==> src/rtl/frame_config_loader.sv <==
// Configuration loader: turns a 32-bit bitstream word stream into FrameData rows
// and a single-cycle, one-hot FrameStrobe pulse per addressed frame.
module frame_config_loader #(
    parameter int FrameBitsPerRow = 32,
    parameter int MaxFramesPerCol = 20,
    parameter int NumRows         = 4,
    parameter int NumCols         = 3
) (
    input  logic                                 CLK,
    input  logic                                 resetn,
    input  logic [31:0]                          s_data,
    input  logic                                 s_valid,
    output logic                                 s_ready,
    output logic [NumRows*FrameBitsPerRow-1:0]   FrameData,
    output logic [NumCols*MaxFramesPerCol-1:0]   FrameStrobe,
    output logic                                 active,
    output logic                                 error,
    output logic [15:0]                          frame_count
);

    localparam int DataW = NumRows * FrameBitsPerRow;
    localparam int StrbW = NumCols * MaxFramesPerCol;
    localparam int RowW  = (NumRows > 1) ? $clog2(NumRows) : 1;
    localparam int IdxW  = (StrbW > 1) ? $clog2(StrbW) : 1;

    localparam logic [31:0] SYNC   = 32'hFAB0_FAB1;
    localparam logic [31:0] DESYNC = 32'hFAB0_FAB0;

    typedef enum logic [2:0] {
        S_IDLE,
        S_HEADER,
        S_DATA,
        S_STROBE,
        S_HOLD
    } state_e;

    state_e            state_q, state_d;
    logic [DataW-1:0]  data_q, data_d;
    logic [StrbW-1:0]  strobe_q, strobe_d;
    logic              active_q, active_d;
    logic              error_q, error_d;
    logic [15:0]       count_q, count_d;
    logic              ready_q, ready_d;
    logic [RowW-1:0]   row_q, row_d;
    logic [IdxW-1:0]   idx_q, idx_d;
    logic              valid_addr_q, valid_addr_d;

    logic              accept;
    logic [15:0]       hdr_col;
    logic [15:0]       hdr_frame;
    logic              hdr_ok;
    logic [IdxW-1:0]   hdr_idx;

    assign accept    = s_valid && ready_q;
    assign hdr_col   = s_data[31:16];
    assign hdr_frame = s_data[15:0];
    assign hdr_ok    = (hdr_col < 16'(NumCols)) && (hdr_frame < 16'(MaxFramesPerCol));
    // Only meaningful when hdr_ok, so the narrowing casts never lose a set bit.
    assign hdr_idx   = IdxW'(hdr_col) * IdxW'(MaxFramesPerCol) + IdxW'(hdr_frame);

    // NOTE: every _d gets a default before the case so no path leaves it unassigned (no latches).
    always_comb begin
        state_d      = state_q;
        data_d       = data_q;
        strobe_d     = '0;
        active_d     = active_q;
        error_d      = error_q;
        count_d      = count_q;
        row_d        = row_q;
        idx_d        = idx_q;
        valid_addr_d = valid_addr_q;

        case (state_q)
            S_IDLE: begin
                if (accept && s_data == SYNC) begin
                    state_d  = S_HEADER;
                    active_d = 1'b1;
                    error_d  = 1'b0;
                    count_d  = '0;
                end
            end
            S_HEADER: begin
                if (accept) begin
                    if (s_data == DESYNC) begin
                        state_d  = S_IDLE;
                        active_d = 1'b0;
                    end else if (s_data != SYNC) begin
                        valid_addr_d = hdr_ok;
                        if (hdr_ok) idx_d = hdr_idx;
                        else        error_d = 1'b1;
                        row_d   = '0;
                        state_d = S_DATA;
                    end
                end
            end
            S_DATA: begin
                if (accept) begin
                    if (valid_addr_q)
                        data_d[row_q*FrameBitsPerRow +: FrameBitsPerRow] = s_data;
                    if (row_q == RowW'(NumRows - 1)) begin
                        if (valid_addr_q) begin
                            state_d  = S_STROBE;
                            strobe_d = StrbW'(1) << idx_q;
                            count_d  = count_q + 16'd1;
                        end else begin
                            state_d = S_HEADER;
                        end
                    end else begin
                        row_d = row_q + RowW'(1);
                    end
                end
            end
            S_STROBE: state_d = S_HOLD;
            S_HOLD:   state_d = S_HEADER;
            default:  state_d = S_IDLE;
        endcase

        ready_d = (state_d == S_IDLE) || (state_d == S_HEADER) || (state_d == S_DATA);
    end

    // NOTE: state registers use non-blocking assignments only; all outputs clear asynchronously.
    always_ff @(posedge CLK or negedge resetn) begin
        if (!resetn) begin
            state_q      <= S_IDLE;
            data_q       <= '0;
            strobe_q     <= '0;
            active_q     <= 1'b0;
            error_q      <= 1'b0;
            count_q      <= '0;
            ready_q      <= 1'b0;
            row_q        <= '0;
            idx_q        <= '0;
            valid_addr_q <= 1'b0;
        end else begin
            state_q      <= state_d;
            data_q       <= data_d;
            strobe_q     <= strobe_d;
            active_q     <= active_d;
            error_q      <= error_d;
            count_q      <= count_d;
            ready_q      <= ready_d;
            row_q        <= row_d;
            idx_q        <= idx_d;
            valid_addr_q <= valid_addr_d;
        end
    end

    assign s_ready     = ready_q;
    assign FrameData   = data_q;
    assign FrameStrobe = strobe_q;
    assign active      = active_q;
    assign error       = error_q;
    assign frame_count = count_q;

endmodule
==> config.mk <==
export PLATFORM = sky130hd
export DESIGN_NAME = frame_config_loader
export DESIGN_NICKNAME = d
export VERILOG_FILES = /design/src/rtl/frame_config_loader.sv
export SDC_FILE = /design/constraint.sdc
export NUM_CORES = 1
export LEC_CHECK = 0
export CORE_MARGIN = 3
export CORE_UTILIZATION = 44
export DETAILED_ROUTE_END_ITERATION = 16
export PLACE_DENSITY = 0.74
export SLEW_MARGIN = 10
export SYNTH_ARGS = -nofsm -noshare
export SYNTH_HDL_FRONTEND = slang
export SYNTH_SLANG_ARGS = --single-unit
==> constraint.sdc <==
create_clock -name CLK -period 2 [get_ports CLK]
set_input_delay 0.6 -clock CLK [delete_from_list [all_inputs] [get_ports CLK]]
set_output_delay 0.6 -clock CLK [all_outputs]
set_load 0.1 [all_outputs]
==> results of run 1 <==
==> worst min path at each step <==
| stage | start | to | slack, ns |
|---|---|---|---|
| after floorplan | resetn | FrameData[0]$_DFFE_PN0P_ | 0.30 |
| after global placement | resetn | frame_count[10]$_DFFE_PN0P_ | 0.55 |
| after detailed placement | resetn | frame_count[12]$_DFFE_PN0P_ | 0.57 |
| after CTS | resetn | frame_count[13]$_DFFE_PN0P_ | 0.03 |
| after global routing | resetn | frame_count[12]$_DFFE_PN0P_ | 0.04 |
| final | resetn | frame_count[13]$_DFFE_PN0P_ | 0.009 |
==> sequential cells by signal, summed over array words and instances (netlist names) <==
signal and count:
s_ready 1, FrameStrobe 60, active 1, error 1, FrameData 128, idx_q 6, state_q 3, frame_count 16
row_q 2, valid_addr_q 1
==> per-layer routing <==
metal	track usage, %	vias up	share of wire, %
li1	-	3650	-
met1	33.9	4136	36
met2	46.5	483	49
met3	9.51	126	11
met4	10.8	8	4.2
met5	0	-	0.17
==> report_power, final <==
group | leakage [nW] | switching, mW | internal, mW | total [mW]
clock | 0.379 | 1.82 | 2.63 | 4.45
sequential | 2.34 | 0.0273 | 4.47 | 4.50
combinational | 4.80 | 1.38 | 0.820 | 2.20
==> synthesized netlist by cell type (all sizes together) <==
cell type / number / area [µm²]
a211oi: 2 / 15.0
nand3b: 5 / 37.5
nor4: 9 / 86.3
xnor2: 9 / 78.8
o21ai: 147 / 736
nor2b: 5 / 31.3
nand4: 11 / 68.8
or4b: 1 / 10.0
or3: 11 / 70.1
nor3: 6 / 30.0
ha: 11 / 138
fa: 1 / 20.0
o31ai: 3 / 22.5
nor2: 72 / 270
nand4b: 1 / 8.76
nand2: 22 / 82.6
a22oi: 1 / 7.51
mux2: 5 / 56.3
or3b: 1 / 8.76
and2: 1 / 6.26
clkbuf: 47 / 176
a21o: 2 / 15.0
and4: 8 / 70.1
nor4bb: 1 / 10.0
mux2i: 1 / 10.0
inv: 142 / 533
and3b: 1 / 8.76
xor2: 1 / 8.76
a32oi: 1 / 8.76
or4: 3 / 22.5
a31o: 1 / 8.76
buf: 7 / 45.0
o21ba: 1 / 10.0
nand4bb: 1 / 11.3
a21oi: 11 / 55.1
dfrtp: 219 / 5480
nand3: 140 / 701
nor3b: 3 / 22.5
==> cell type report <==
| type | count | area, µm² |
|---|---|---|
| Inverter | 142 | 537 |
| Antenna cell | 3 | 7.51 |
| Multi-Input combinational cell | 499 | 2900 |
| Tap cell | 265 | 332 |
| Timing Repair Buffer | 346 | 5500 |
| Fill cell | 1045 | 4210 |
| Clock buffer | 28 | 624 |
| Sequential cell | 219 | 5500 |
| Clock inverter | 14 | 163 |
==> stage by stage <==
| step | TNS [ns] | cell area, µm² | setup WS [ns] | hold slack [ns] |
|---|---|---|---|---|
| floorplan | -0.832 | 9060 | -0.0576 | 0.304 |
| finish | -0.0969 | 15600 | -0.0539 | 0.00904 |
| CTS | 0 | 15400 | 0.00258 | 0.0317 |
| global route | -0.880 | 15600 | -0.0569 | 0.0358 |
| global placement | -64.30 | 14500 | -0.689 | 0.548 |
| detailed placement | -75.95 | 14500 | -0.702 | 0.569 |
==> cell families (layout without fill, tap and decap cells) <==
logic type                 after synthesis  count (layout)  synth area share (%)
buffers and inverters                  196             530                  8.40
and+or+nand+nor                        302             302                  17.3
DFF                                    219             219                  61.0
xor gates and xnor gates                10              10                 0.975
other                                    0               3                     0
muxes                                    6               6                 0.738
AOI/OAI and AO/OA                      169             169                  9.78
adders and majority gates               12              12                  1.76
==> what timing repair did <==
item / in CTS / in global routing
setup endpoints to repair: 44 / 152
cloned: 0 / 0
resized for setup: 21 / 33
pin swaps: 5 / 10
buffers inserted: 4 / 7
hold buffers: 0 / 0
==> results.py, run 1 <==
metrics = {
    "global_route": {
        "grt_pass1_vias": 8709,
        "gr-total-overflow": 0,
        "grt_pass1_wl_mm": 49.0,
        "antenna_found_initial": 7,
        "track_usage_pct": 28.0,
        "grt_max_degree": 55,
    },
    "setup_path": {
        "cp_cell_sequence": "clkdlybuf4s50_1, buf_4, ha_1, a21o_1, a21oi_1, xnor2_1, mux2_4",
        "crit_buf_inv": 2,
        "cp.depth": 7,
        "setup.worst_path.end_class": "flip-flop",
        "rr_startpoint": "row_q[0]$_DFFE_PN0P_",
        "critPathRequiredTime_ns": 2.39,
        "cp_data_arrival_time_ns": 2.45,
        "ff2ff_setup_slack_ns": 0.01,
        "rr_worst_depth": 7,
        "crit_fanout": 5,
        "endpoint": "idx_q[5]$_DFFE_PN0P_",
        "r2r-end": "FrameData[92]$_DFFE_PN0P_",
        "cpPeakStageDelay_ns": 0.50,
        "setup.worst_path.class": "in2reg",
        "path_delay_family": "buffers and inverters",
        "critPathLaunch": "s_data[3]",
        "critPathSlowestCell": "clkdlybuf4s50_1",
        "crit_path_start_kind": "primary input",
    },
    "sta": {
        "tightestPinTransition_ns": 0.463,
        "worst_slew_margin_rel_pct": 69.2,
        "final_hold_viol_count": 0,
        "period_share_pct": 103,
        "fmax_mhz": 487,
        "fin_crit_ns": 2.05,
        "skew_ns": 0.0126,
        "layout_setup_ws_ns": -0.0539,
        "setup_viol": 4,
        "rsz0062_at_grt": "true",
        "slew_viol_final": 0,
    },
    "floorplan": {
        "coreArea_um2": 19800,
        "dieArea_um2": 22200,
        "initial_core_util_pct": 45.4,
        "rows": 51,
        "io_pins": 242,
        "die_y_um": 149,
        "die_x_um": 149,
    },
    "power": {
        "vdd.ir_drop.worst_uv": 558,
        "total_power_mw": 11.2,
        "power_density_nw_per_um2": 716,
        "leakage_nw": 7.52,
    },
    "clock_network": {
        "clock-root-buffer": "clkbuf_16",
        "tritoncts": "done",
        "clk_latency_ns": 0.51,
        "cts.reportedPaths.clkPinSlew_ns": 0.06,
        "cts.path.max_buffers": 3,
        "h-tree-depth": 1,
        "cts.sinks": 219,
        "cts-buffers-inserted": 23,
    },
    "route": {
        "num_vias": 8403,
        "routed_wl_mm": 31.9,
        "routedWlPerCell_um": 21.0,
        "routed_via_density": 5.54,
        "drtAntennaViolNets": 0,
        "drc_errors": 0,
        "drt_iter0_drc": 723,
        "drt-pass1-iter-count": 5,
    },
    "hold_path": {
        "holdCritPathClass": "in2async",
    },
    "synth": {
        "synth_warnings": 0,
        "netlist_area_um2": 8980,
        "syn_inst": 914,
        "yosysUniqueCellTypes": 42,
        "synthesis.nets": 961,
        "ys_seq_elements": 219,
        "avgSynthCellArea_um2": 9.83,
        "ys_seq_area_share_pct": 61.0,
    },
    "finish": {
        "syn_to_final_growth_pct": 73.3,
        "final_util_pct": 78.7,
        "final_common_cell": "buf_12",
        "instances_no_fill": 1516,
        "final_cell_mix": "buf_12, dfrtp_1, o21ai_0, inv_1, nand3_1",
        "drive_gt1_share_pct": 32.6,
        "finalNetCount": 1278,
    },
    "placed_design": {
        "dpl.hpwl_mm": 21.7,
        "place_congestion": 0.874,
        "dpl.cell_count": 1460,
        "io_buffers": 241,
    },
    "run": {
        "max_cap_violations": 0,
    },
    "run_status": {
        "violations": "setup timing",
        "outcome": "finished with violations",
    },
}
Note: power is estimated with default switching activity, not from simulation.
==> run 2, diff against run 1 <==
--- a/config.mk
+++ b/config.mk
@@ -9,6 +9,7 @@
 export CORE_UTILIZATION = 44
 export DETAILED_ROUTE_END_ITERATION = 16
 export PLACE_DENSITY = 0.74
+export SKIP_LAST_GASP = 1
 export SLEW_MARGIN = 10
 export SYNTH_ARGS = -nofsm -noshare
 export SYNTH_HDL_FRONTEND = slang
==> run 2 against run 1 <==
Highest routed layer unchanged. Total power shrank 0.23%. Sequential cell count stayed put. Routed wire length is 0.49% higher. Sequential share of layout area barely moved. The run still ends with setup timing left.
==> results.py, run 2 (synthesis gave the netlist of run 1 again) <==
metrics = {
    "route": {
        "drc_errors": 0,
        "drtAntennaViolNets": 0,
        "routed_via_density": 5.57,
        "num_vias": 8438,
        "routedWlPerCell_um": 21.1,
        "drt-pass1-iter-count": 5,
        "routed_wl_mm": 32.0,
        "drt_iter0_drc": 766,
    },
    "floorplan": {
        "coreArea_um2": 19800,
        "initial_core_util_pct": 45.4,
        "die_x_um": 149,
        "die_y_um": 149,
        "dieArea_um2": 22200,
        "io_pins": 242,
        "rows": 51,
    },
    "run": {
        "max_cap_violations": 0,
    },
    "power": {
        "total_power_mw": 11.1,
        "leakage_nw": 7.51,
        "vdd.ir_drop.worst_uv": 643,
        "power_density_nw_per_um2": 715,
    },
    "finish": {
        "syn_to_final_growth_pct": 73.3,
        "instances_no_fill": 1516,
        "largest_reg_flops": 128,
        "final_cell_mix": "buf_12, dfrtp_1, o21ai_0, inv_1, nand3_1",
        "finalNetCount": 1278,
        "final_common_cell": "buf_12",
        "final_area_um2": 15600,
        "drive_gt1_share_pct": 32.6,
    },
    "sta": {
        "skew_ns": 0.0172,
        "slew_viol_final": 0,
        "period_share_pct": 101,
        "fmax_mhz": 496,
        "setup_tns_ns": -0.0330,
        "setup_viol": 3,
        "rsz0062_at_grt": "true",
        "final_hold_viol_count": 0,
        "tightestPinTransition_ns": 0.456,
        "worst_slew_margin_rel_pct": 69.6,
        "fin_crit_ns": 2.02,
        "layout_setup_ws_ns": -0.0169,
    },
    "clock_network": {
        "h-tree-depth": 1,
        "tritoncts": "done",
        "cts-buffers-inserted": 23,
        "clock-root-buffer": "clkbuf_16",
        "cts.reportedPaths.clkPinSlew_ns": 0.07,
        "clk_latency_ns": 0.52,
        "cts.path.max_buffers": 3,
        "cts.sinks": 219,
    },
    "global_route": {
        "met1_usage_pct": 33.9,
        "track_usage_pct": 28.0,
        "grt_max_degree": 55,
        "grt_pass1_vias": 8709,
        "grtUsageMet3_pct": 9.51,
        "gr-total-overflow": 0,
        "use_met2_pct": 46.5,
        "grt.busiest_layer": "met2",
        "grt_pass1_wl_mm": 49.0,
        "antenna_found_initial": 7,
    },
    "setup_path": {
        "crit_fanout": 19,
        "cp_data_arrival_time_ns": 2.41,
        "cp_cell_sequence": "buf_4, clkinvlp_4, ha_2, nor3b_2, buf_6, nand3_1, o21ai_0",
        "critPathSlowestCell": "dfrtp_2",
        "setup.worst_path.end_class": "flip-flop",
        "cpPeakStageDelay_ns": 0.42,
        "critPathRequiredTime_ns": 2.39,
        "setup.worst_path.class": "reg2reg",
        "crit_path_start_kind": "flip-flop",
    },
    "run_status": {
        "violations": "setup timing",
        "outcome": "finished with violations",
    },
    "placed_design": {
        "dpl.cell_count": 1460,
        "place_congestion": 0.874,
        "io_buffers": 241,
        "placed_cell_area_um2": 14500,
        "place_ws_ns": -0.702,
        "dpl.hpwl_mm": 21.7,
    },
    "hold_path": {
        "holdCritPathClass": "in2async",
    },
}
## run 2: metal layers
layer / up-vias / part of all wire, %
met5: - / 0.19
met1: 4128 / 36
li1: 3650 / -
met4: 10 / 5.0
met3: 137 / 11
met2: 513 / 48
## run 2: path summary, 6_finish.rpt
check / from / to / slack, ns / depth (start not counted)
max: row_q[0]$_DFFE_PN0P_ / FrameData[2]$_DFFE_PN0P_ / -0.02 / 7
min: resetn / FrameStrobe[51]$_DFF_PN0_ / 0.01 / 1
max reg2reg: row_q[0]$_DFFE_PN0P_ / FrameData[2]$_DFFE_PN0P_ / -0.02 / 7
min reg2reg: FrameData[67]$_DFFE_PN0P_ / FrameData[67]$_DFFE_PN0P_ / 0.58 / 2
max in group asynchronous: resetn / FrameStrobe[27]$_DFF_PN0_ / 1.36 / 2
min in group CLK: FrameData[67]$_DFFE_PN0P_ / FrameData[67]$_DFFE_PN0P_ / 0.58 / 2
## run 2: timing repair
action / 4_1_cts / 5_1_grt
setup endpoints to repair: 44 / 152
setup buffers: 4 / 7
pin swaps: 5 / 9
resized for setup: 21 / 32
hold buffers: 0 / 0
## run 2: worst max-delay path: cells and delay by family, from the launching register on
| kind | cells | cell delay, ns |
|---|---|---|
| adders and majority gates | 1 | 0.31 |
| buffers and inverters | 3 | 0.58 |
| AOI/OAI and AO/OA | 1 | 0.15 |
| DFF | 1 | 0.42 |
| and+or+nand+nor | 2 | 0.42 |
## run 2: layout make-up
type	count	area, µm²
clock inverters	14	163
multi-input cells	499	2900
fillers	1051	4220
flip-flops and latches	219	5500
repair buffers	346	5500
clock buffers	28	624
diodes	3	7.51
well taps	265	332
inverters	142	537
## run 2: where the power goes
group	switching, mW	leakage, nW	total [mW]	internal (mW)
sequential	0.0263	2.34	4.50	4.47
combinational	1.39	4.80	2.17	0.785
clock	1.83	0.379	4.46	2.63
## run 2: per-stage QoR
step | utilization (%) | hold slack [ns]
detailed placement | 73.5 | 0.569
floorplan | - | 0.304
global route | 78.7 | 0.0389
finish | 78.7 | 0.0107
CTS | 77.8 | 0.0317
global placement | 73.5 | 0.548
==> run 3, diff against run 2 <==
--- a/config.mk
+++ b/config.mk
@@ -5,10 +5,11 @@
 export SDC_FILE = /design/constraint.sdc
 export NUM_CORES = 1
 export LEC_CHECK = 0
-export CORE_MARGIN = 3
+export CORE_MARGIN = 2
 export CORE_UTILIZATION = 44
 export DETAILED_ROUTE_END_ITERATION = 16
 export PLACE_DENSITY = 0.74
+export SKIP_CTS_REPAIR_TIMING = 1
 export SKIP_LAST_GASP = 1
 export SLEW_MARGIN = 10
 export SYNTH_ARGS = -nofsm -noshare
==> run 3 against run 2 <==
The run now ends clean. Global-route usage down 0.17 points. First-iteration DRC count down 23%. Routed wire length down 2.8%. Combinational power down 6%. Via count down 2.4%. Setup slack better by 0.018 ns. Critical endpoint is now frame_count[9]$_DFFE_PN0P_. Critical path depth unchanged.
==> results.py, run 3 (synthesis gave the netlist of run 1 again) <==
metrics = {
    "run_status": {
        "outcome": "finished clean",
    },
    "finish": {
        "drive_gt1_share_pct": 31.1,
        "final_cell_mix": "buf_12, dfrtp_1, o21ai_0, inv_1, nand3_1",
        "final_area_um2": 15500,
        "largest_reg_flops": 128,
        "num-fill-cells": 1135,
        "finalNetCount": 1263,
        "syn_to_final_growth_pct": 72.7,
        "final_common_cell": "buf_12",
        "final_util_pct": 77.1,
    },
    "sta": {
        "rsz0062_at_grt": "true",
        "setup_tns_ns": 0,
        "hold_slack_ns": 0.0117,
        "skew_ns": 0.0191,
        "slew_viol_final": 0,
        "tightestPinTransition_ns": 0.503,
        "setup_viol": 0,
        "fmax_mhz": 500,
        "layout_setup_ws_ns": 0.00150,
        "period_share_pct": 99.9,
        "final_hold_viol_count": 0,
        "fin_crit_ns": 2.00,
        "worst_slew_margin_rel_pct": 66.4,
    },
    "power": {
        "netSwitchingFraction_pct": 28.9,
        "clockPowerShare_pct": 40.1,
        "power_density_nw_per_um2": 705,
        "combPwrFrac_pct": 18.7,
        "power.switching_mw": 3.17,
        "intPower_mw": 7.77,
        "leakage_nw": 7.55,
        "p_seq_share_pct": 41.2,
        "vdd.ir_drop.worst_uv": 1290,
    },
    "placed_design": {
        "dpl.hpwl_mm": 21.1,
        "io_buffers": 241,
        "place_congestion": 0.872,
        "placed_cell_area_um2": 14400,
        "place_ws_ns": -0.700,
    },
    "clock_network": {
        "cts-buffers-inserted": 23,
        "clk_latency_ns": 0.53,
        "clock-root-buffer": "clkbuf_16",
        "cts.reportedPaths.clkPinSlew_ns": 0.06,
        "cts.path.max_buffers": 3,
        "cts.sinks": 219,
        "tritoncts": "done",
        "h-tree-depth": 1,
    },
    "setup_path": {
        "crit_fanout": 9,
        "crit_path_start_kind": "primary input",
        "setup.worst_path.class": "in2reg",
        "ff2ff_setup_slack_ns": 0.04,
        "cp_cell_sequence": "dlymetal6s2s_1, nand3b_1, or4_4, nor4_4, buf_4, clkbuf_16, a21oi_1",
        "critPathSlowestCell": "or4_4",
        "setup.worst_path.end_class": "flip-flop",
        "critPathRequiredTime_ns": 2.39,
        "cp_data_arrival_time_ns": 2.39,
        "cpPeakStageDelay_ns": 0.59,
    },
    "floorplan": {
        "io_pins": 242,
        "rows": 52,
        "die_y_um": 147,
        "initial_core_util_pct": 44.7,
        "die_x_um": 147,
        "dieArea_um2": 21600,
        "coreArea_um2": 20100,
    },
    "global_route": {
        "grtUsageMet3_pct": 8.94,
        "grt_max_degree": 57,
        "grt_pass1_vias": 8246,
        "gr-total-overflow": 0,
        "track_usage_pct": 27.8,
        "use_met2_pct": 47.7,
        "antenna_found_initial": 5,
        "grt.busiest_layer": "met2",
        "met1_usage_pct": 34.2,
        "grt_pass1_wl_mm": 47.1,
    },
    "route": {
        "routed_via_density": 5.47,
        "drt_iter0_drc": 590,
        "drtAntennaViolNets": 0,
        "routedWlPerCell_um": 20.7,
        "num_vias": 8235,
        "drt-pass1-iter-count": 5,
        "routed_wl_mm": 31.1,
        "drc_errors": 0,
    },
    "run": {
        "max_cap_violations": 0,
    },
    "hold_path": {
        "holdCritPathClass": "in2async",
    },
}
## run 3: cell count changes in the layout (fill, tap and decap cells not counted), sizes merged
cell and change:
clkbuf +8, bufinv -1, buf -17, clkdlybuf4s50 -2, dlymetal6s2s +12, clkinvlp -2, clkinv -3, dlygate4sd2 -10
## run 3: area by class of cell
cell class / count / area [µm²] / area share (%)
Sequential cell: 219 / 5500 / 35.5
Timing Repair Buffer: 331 / 5460 / 35.2
Multi-Input combinational cell: 499 / 2890 / 18.6
Clock buffer: 34 / 667 / 4.30
Inverter: 142 / 537 / 3.46
Tap cell: 270 / 338 / 2.18
Clock inverter: 8 / 114 / 0.734
Antenna cell: 3 / 7.51 / 0.0484
## run 3: layer usage
layer	routed length, µm	vias to the layer above
met5	13	-
met4	860	2
met3	3060	63
met2	15700	438
met1	11500	4104
li1	-	3628
## run 3: worst max-delay path, delay by kind of cell
| kind | cells | cell delay (ns) |
|---|---|---|
| AOI/OAI and AO/OA | 1 | 0.04 |
| buffers and inverters | 3 | 0.58 |
| and+or+nand+nor | 3 | 1.16 |
## run 3: worst paths after layout
check / startpoint / endpoint / depth (start not counted)
hold / removal: resetn / frame_count[10]$_DFFE_PN0P_ / 1
hold reg to reg: FrameData[33]$_DFFE_PN0P_ / FrameData[33]$_DFFE_PN0P_ / 2
max in group asynchronous: resetn / FrameData[23]$_DFFE_PN0P_ / 2
setup / recovery: s_data[16] / frame_count[9]$_DFFE_PN0P_ / 7
min in group CLK: s_data[24] / FrameData[120]$_DFFE_PN0P_ / 4
setup reg to reg: row_q[0]$_DFFE_PN0P_ / FrameData[83]$_DFFE_PN0P_ / 7
## run 3: through the flow
step,total power [mW],cells
detailed placement,6.39,1453
CTS,10.8,1495
global route,11.2,1506
finish,10.9,1506
global placement,6.34,1453
floorplan,5.40,914
## run 3: power groups by stage
| stage | Clock (mW) | Sequential (mW) | Combinational, mW |
|---|---|---|---|
| after floorplan | 0 | 4.62 | 0.776 |
| after global placement | 0 | 4.58 | 1.76 |
| after detailed placement | 0 | 4.58 | 1.81 |
| after CTS | 4.44 | 4.50 | 1.82 |
| after global routing | 4.61 | 4.51 | 2.13 |
| final | 4.39 | 4.51 | 2.04 |
